**src/rtl/tdm_demux_1_4_pkg.sv**
```systemverilog
// ============================================================================
// Module  : tdm_demux_1_4_pkg
// Brief   : State encoding and slot constants for the 1:4 TDM demultiplexer.
// Rev     : 1.0  initial release
// ============================================================================
`default_nettype none

package tdm_demux_1_4_pkg;

    localparam int NUM_SLOTS  = 4;
    localparam int SLOT_WIDTH = 2;

    typedef enum logic {
        STATE_HUNT   = 1'b0,
        STATE_LOCKED = 1'b1
    } state_t;

    typedef logic [SLOT_WIDTH-1:0] slot_t;

    localparam slot_t SLOT_0 = 2'd0;
    localparam slot_t SLOT_1 = 2'd1;
    localparam slot_t SLOT_2 = 2'd2;
    localparam slot_t SLOT_3 = 2'd3;

endpackage

`default_nettype wire

```
**src/rtl/tdm_demux_1_4.sv**
```systemverilog
// ============================================================================
// Module  : tdm_demux_1_4
// Brief   : Receive-side 1:4 TDM demux; locks on slot-0 sync and publishes
//           all four channels together once per complete frame.
// Rev     : 1.0  initial release
// ============================================================================
`default_nettype none

module tdm_demux_1_4
    import tdm_demux_1_4_pkg::*;
#(
    parameter int DATA_WIDTH = 1
) (
    input  logic                  Clock_In,
    input  logic                  Reset_N_In,
    input  logic                  Enable_In,
    input  logic                  Data_Valid_In,
    input  logic                  Frame_Sync_In,
    input  logic [DATA_WIDTH-1:0] Data_In,
    output logic [DATA_WIDTH-1:0] Data_0_Out,
    output logic [DATA_WIDTH-1:0] Data_1_Out,
    output logic [DATA_WIDTH-1:0] Data_2_Out,
    output logic [DATA_WIDTH-1:0] Data_3_Out,
    output logic                  Frame_Valid_Out,
    output logic                  Locked_Out,
    output logic [SLOT_WIDTH-1:0] Slot_Out,
    output logic                  Sync_Error_Out
);

    state_t                state_q, state_d;
    slot_t                 slot_q, slot_d;
    logic [DATA_WIDTH-1:0] shadow0_q, shadow0_d;
    logic [DATA_WIDTH-1:0] shadow1_q, shadow1_d;
    logic [DATA_WIDTH-1:0] shadow2_q, shadow2_d;
    logic [DATA_WIDTH-1:0] data0_q, data0_d;
    logic [DATA_WIDTH-1:0] data1_q, data1_d;
    logic [DATA_WIDTH-1:0] data2_q, data2_d;
    logic [DATA_WIDTH-1:0] data3_q, data3_d;
    logic                  frame_valid_q, frame_valid_d;
    logic                  sync_err_q, sync_err_d;
    logic                  accept_w;

    assign accept_w = Enable_In && Data_Valid_In;

    always_ff @(posedge Clock_In or negedge Reset_N_In) begin
        if (!Reset_N_In) begin
            state_q       <= STATE_HUNT;
            slot_q        <= SLOT_0;
            shadow0_q     <= '0;
            shadow1_q     <= '0;
            shadow2_q     <= '0;
            data0_q       <= '0;
            data1_q       <= '0;
            data2_q       <= '0;
            data3_q       <= '0;
            frame_valid_q <= 1'b0;
            sync_err_q    <= 1'b0;
        end else begin
            state_q       <= state_d;
            slot_q        <= slot_d;
            shadow0_q     <= shadow0_d;
            shadow1_q     <= shadow1_d;
            shadow2_q     <= shadow2_d;
            data0_q       <= data0_d;
            data1_q       <= data1_d;
            data2_q       <= data2_d;
            data3_q       <= data3_d;
            frame_valid_q <= frame_valid_d;
            sync_err_q    <= sync_err_d;
        end
    end

    always_comb begin
        state_d       = state_q;
        slot_d        = slot_q;
        shadow0_d     = shadow0_q;
        shadow1_d     = shadow1_q;
        shadow2_d     = shadow2_q;
        data0_d       = data0_q;
        data1_d       = data1_q;
        data2_d       = data2_q;
        data3_d       = data3_q;
        frame_valid_d = 1'b0;
        sync_err_d    = sync_err_q;

        if (accept_w) begin
            case (state_q)
                STATE_HUNT: begin
                    if (Frame_Sync_In) begin
                        shadow0_d = Data_In;
                        slot_d    = SLOT_1;
                        state_d   = STATE_LOCKED;
                    end
                end
                default: begin
                    if (Frame_Sync_In) begin
                        // A sync anywhere but slot 0 drops the partial frame and restarts it.
                        if (slot_q != SLOT_0) begin
                            sync_err_d = 1'b1;
                        end
                        shadow0_d = Data_In;
                        slot_d    = SLOT_1;
                    end else begin
                        case (slot_q)
                            SLOT_0: begin
                                sync_err_d = 1'b1;
                                state_d    = STATE_HUNT;
                            end
                            SLOT_1: begin
                                shadow1_d = Data_In;
                                slot_d    = SLOT_2;
                            end
                            SLOT_2: begin
                                shadow2_d = Data_In;
                                slot_d    = SLOT_3;
                            end
                            default: begin
                                data0_d       = shadow0_q;
                                data1_d       = shadow1_q;
                                data2_d       = shadow2_q;
                                data3_d       = Data_In;
                                frame_valid_d = 1'b1;
                                slot_d        = SLOT_0;
                            end
                        endcase
                    end
                end
            endcase
        end
    end

    assign Data_0_Out      = data0_q;
    assign Data_1_Out      = data1_q;
    assign Data_2_Out      = data2_q;
    assign Data_3_Out      = data3_q;
    assign Frame_Valid_Out = frame_valid_q;
    assign Locked_Out      = (state_q == STATE_LOCKED);
    assign Slot_Out        = slot_q;
    assign Sync_Error_Out  = sync_err_q;

endmodule

`default_nettype wire

```
**config.mk**
```make
export PLATFORM = sky130hd
export DESIGN_NAME = tdm_demux_1_4
export DESIGN_NICKNAME = d
export VERILOG_FILES = /design/src/rtl/tdm_demux_1_4_pkg.sv /design/src/rtl/tdm_demux_1_4.sv
export SDC_FILE = /design/constraint.sdc
export NUM_CORES = 1
export LEC_CHECK = 0
export CAP_MARGIN = 20
export CORE_MARGIN = 4
export CORE_UTILIZATION = 35
export CTS_CLUSTER_SIZE = 8
export DETAILED_ROUTE_END_ITERATION = 6
export GPL_TIMING_DRIVEN = 0
export PLACE_DENSITY = 0.66
export REMOVE_ABC_BUFFERS = 1
export SLEW_MARGIN = 5
export SYNTH_ARGS = -nofsm -noshare
export SYNTH_HDL_FRONTEND = slang
export SYNTH_SLANG_ARGS = --single-unit
```
**constraint.sdc**
```tcl
create_clock -name Clock_In -period 3.05 [get_ports Clock_In]
set_clock_uncertainty 0.2 [all_clocks]
set_input_delay 0.305 -clock Clock_In [delete_from_list [all_inputs] [get_ports Clock_In]]
set_output_delay 0.305 -clock Clock_In [all_outputs]
set_load 0.01 [all_outputs]
```
Yosys cells after proc, flatten, opt, wreduce, memory -nomap -nowiden --
Cells that the tools add are included.
Storage, ports and cells: register bits after elaboration 12, input bits 6, output and inout port bits 9, word-level logic and storage cells 44
Operators by class: eq/ne operators 4, muxes and demuxes 15, bitwise gates (word level) 2, reduce and logical (&&, ||, !) cells 12
Operators with widths (number):
- $reduce_and A4 Y1 | 4
- $mux W1 | 11
- $mux W2 | 3
- $pmux W2 S3 | 1
- $reduce_bool A2 Y1 | 3
- $reduce_and A3 Y1 | 1
- $reduce_or A3 Y1 | 1
- $eq A2 B1 Y1 const B | 1
- $eq A2 B2 Y1 const B | 1
- $logic_not A2 Y1 | 1
- $ne A2 B1 Y1 const B | 1
- $ne A2 B2 Y1 const B | 1
- $not A1 Y1 | 2
- $reduce_and A2 Y1 | 1
- $logic_and A1 B1 Y1 | 1

Depth between registers and ports, before layout --
depth in word-level cells 6, mapped depth 6

Worst setup path before layout --
No wires, ideal clock.
path type register to register, start point register slot_q[0], in the netlist Slot_Out[0], end point register slot_q[1], in the netlist Slot_Out[1], arrival 1.360 ns, required time 2.768 ns, path slack 1.408 ns, cell stages (with the launch flop) 7, path buffers 0, clock period less this slack 1.642 ns, cell sequence dfrtp_1 inv_1 ha_1 ha_1 nand4b_1 o22a_1 o22ai_1
Between the ends: cells in the longest elaborated chain, start to end 4, elaborated cells between the ends (all ways) 8, those cells by class eq/ne (3); mux (3); reduce/logical (2)
Ends and longest elaborated chain:
- start, declared | line tdm_demux_1_4.sv:31 | slot_t slot_q, slot_d;
- start signal, assigned | line tdm_demux_1_4.sv:60 | slot_q <= slot_d;
- $eq A2 B2 Y1 (tied with other cells) | line tdm_demux_1_4.sv:104 | case (slot_q)
- $pmux W2 S3 | line tdm_demux_1_4.sv:104
- $mux W2 | line tdm_demux_1_4.sv:96 | if (Frame_Sync_In) begin
- $mux W2 | line tdm_demux_1_4.sv:87 | case (state_q)
Several ways; a longest one is shown, not always the timed one. A chain may end at the register's enable or synchronous reset.

Final worst setup path --
start point register state_q, in the netlist Locked_Out, end point output port Locked_Out
RTL lines:
- start, declared | line tdm_demux_1_4.sv:30 | state_t state_q, state_d;
- start signal, assigned | line tdm_demux_1_4.sv:59 | state_q <= state_d;
- end, declared | line tdm_demux_1_4.sv:25 | output logic Locked_Out,
No word-level cell between the ends.

==> flow_metrics.py <==
metrics = {
    "timing": {
        "fmax_ghz": 0.5419,
        "tns_ps": 0,
        "setup_viol": 0,
        "post-route-period-util": 0.6050,
        "rsz0062_at_grt": "false",
        "worst_pin_slew_ps": 545.4,
        "fin_crit_ps": 1845,
        "final_max_slew_viol_count": 0,
        "hold_violations": 0,
        "slew_headroom": 0.6353,
    },
    "worst_setup_path": {
        "crit_type": "reg -> out",
        "critical_path_required_ps": 2540,
        "path_cells": "clkdlybuf4s50_1",
        "crit_start": "Locked_Out",
        "end_kind": "primary output",
        "cp_slowest_cell": "clkdlybuf4s50_1",
        "cp_slowest_stage_delay_ps": 590,
        "r2r-end": "Slot_Out[1]",
        "cp-endpoint": "Locked_Out",
        "worst-path-buf-inv": 1,
        "start_kind": "flip-flop",
        "r2r_slack_ps": 1340,
        "r2r_cells": 6,
        "rr_startpoint": "Slot_Out[0]",
        "critical-path-top-delay-family": "buffers and inverters",
        "critPathMaxFanout": 8,
        "cp.depth": 1,
        "arrival_ps": 1340,
    },
    "synth": {
        "ys_types": 18,
        "yosysSeqAreaShare": 0.5117,
        "synth_warnings": 0,
        "syn_area_per_cell_um2": 13.04,
        "ys_seq_elements": 12,
        "syn-cell-area_um2": 586.8,
        "syn_inst": 45,
    },
    "floorplan": {
        "ios": 15,
        "start_util": 0.3807,
        "die_x_um": 48.95,
        "rows": 14,
        "dieArea_mm2": 0.002396,
        "core_area_mm2": 0.001541,
        "fp.dieH_um": 48.95,
    },
    "clocking": {
        "clock_latency_ps": 280,
        "post-cts-setup-buffers": 0,
        "cts_buffers": 3,
        "cts_max_path_buffers": 2,
        "cts_tree": "yes",
        "cts.sinks": 12,
        "cts.clk_slew.worst_paths_ps": 80,
        "post_cts_resize_count": 0,
        "cts_hold_buf": 0,
        "h-tree-depth": 1,
        "cts-root-buf": "clkbuf_4",
    },
    "route": {
        "vias_per_cell": 5.051,
        "drt_iter0_drc": 11,
        "antenna_left": 0,
        "routed_wl_um": 1007,
        "vias": 399,
        "drt-wirelength-per-cell_um": 12.75,
        "drc": 0,
        "first_pass_iters": 4,
    },
    "cells_and_area": {
        "area_delta_synth_final_pct": 33.48,
        "utilization": 0.5081,
        "postLayoutCellArea_um2": 783.3,
        "fill_cells": 154,
        "drive_gt1_frac": 0.1746,
        "nNetsFinal": 75,
        "diodes": 0,
        "final-instance-count-excl-fill": 79,
    },
    "power_and_ir_drop": {
        "leakagePower_nw": 0.3841,
        "vdd_drop_max_uv": 495.0,
        "power_density_mw_per_mm2": 802.4,
    },
    "global_routing": {
        "antenna_found_initial": 0,
        "grt_pass1_wl_um": 1883,
        "grt_pass1_vias": 406,
        "track_usage": 0.1009,
        "grt-ovfl-total": 0,
        "grt_start_max_net_pins": 13,
    },
    "place": {
        "dpl_cell_area_um2": 747.0,
        "io_buffers": 14,
        "dp.final_hpwl_um": 732.9,
        "post-place-cells": 75,
        "gp_congestion": 0.6923,
    },
    "flow_run": {
        "cap_viol_max_count": 0,
    },
    "run_status": {
        "status": "finished clean",
    },
    "worst_hold_path": {
        "hp-class": "in -> async",
    },
}
[how the worst min path moves through the flow]
stage	startpoint	slack [ps]	endpoint
5_1_grt	Reset_N_In	230	Data_0_Out
3_5_place_dp	Sync_Error_Out	270	Sync_Error_Out
6_report	Reset_N_In	180	shadow2_q
2_1_floorplan	Reset_N_In	-190	Data_0_Out
4_1_cts	Reset_N_In	190	Data_0_Out
3_3_place_gp	Sync_Error_Out	260	Sync_Error_Out
[layer usage]
layer,share of wire,up-vias,global-route usage
met2,0.41,17,0.1304
met4,0,0,0.02691
li1,-,195,-
met1,0.48,187,0.1351
met5,0,-,0
met3,0.10,0,0.06728
[area by class of cell]
type,count,area (µm²),area share
flip-flops and latches,12,300.3,0.3834
multi-input cells,28,267.8,0.3419
repair buffers,14,140.1,0.1789
clock buffers,4,36.28,0.04633
well taps,16,20.02,0.02556
inverters,5,18.77,0.02396
[where the power goes]
group	switching (mW)	total, mW	internal [mW]
combinational	0.0917	0.242	0.150
sequential	0.0455	0.258	0.212
clock	0.0566	0.129	0.0726
total	0.194	0.629	0.435
[registers in the layout, indices dropped and copies added, names as in the netlist]
name             flops
Data_0_Out           1
Data_2_Out           1
shadow0_q            1
shadow1_q            1
Data_3_Out           1
Locked_Out           1
shadow2_q            1
Slot_Out             2
Frame_Valid_Out      1
Sync_Error_Out       1
Data_1_Out           1
[cell families after synthesis]
| group | Yosys count | share of synthesized area |
|---|---|---|
| AOI/OAI and AO/OA | 7 | 0.08957 |
| adders and majority gates | 5 | 0.1066 |
| buffers and inverters | 5 | 0.03199 |
| DFF | 12 | 0.5117 |
| muxes | 7 | 0.1599 |
| and+or+nand+nor | 9 | 0.1002 |
[layout by cell type, fill, tap and decap left out]
master	netlist	layout
nand2_4	1	1
nand4b_1	1	1
nor2_1	1	1
a41oi_1	1	1
nand2_1	3	3
o22ai_1	2	2
clkbuf_8	0	1
nand3_1	2	2
inv_1	5	5
ha_1	5	5
and4b_4	1	1
dfrtp_1	12	12
o21bai_1	1	1
o22a_1	1	1
clkdlybuf4s50_1	0	14
mux2_1	2	2
mux2_4	4	4
mux2_2	1	1
a31oi_1	1	1
a2bb2oi_1	1	1
clkbuf_4	0	3
[through the flow]
step	hold slack [ps]	power, mW	setup slack [ps]
after detailed placement	272.8	0.5063	1099
after global placement	263.6	0.5018	1115
after floorplan	-190.6	0.3902	1408
after global routing	227.3	0.6755	1143
after CTS	190.6	0.6399	1195
final	177.7	0.6285	1205
[synth_stat cells]
cell type	number	area [µm²]
dfrtp_1	12	300.3
nor2_1	1	3.750
a31oi_1	1	6.260
nand2_4	1	11.26
a2bb2oi_1	1	8.760
o22a_1	1	8.760
a41oi_1	1	8.760
nand4b_1	1	8.760
o21bai_1	1	7.510
o22ai_1	2	12.51
nand2_1	3	11.26
ha_1	5	62.56
mux2_1	2	22.52
mux2_4	4	60.06
mux2_2	1	11.26
inv_1	5	18.77
and4b_4	1	13.76
nand3_1	2	10.01
(Power assumes the default switching activity.)
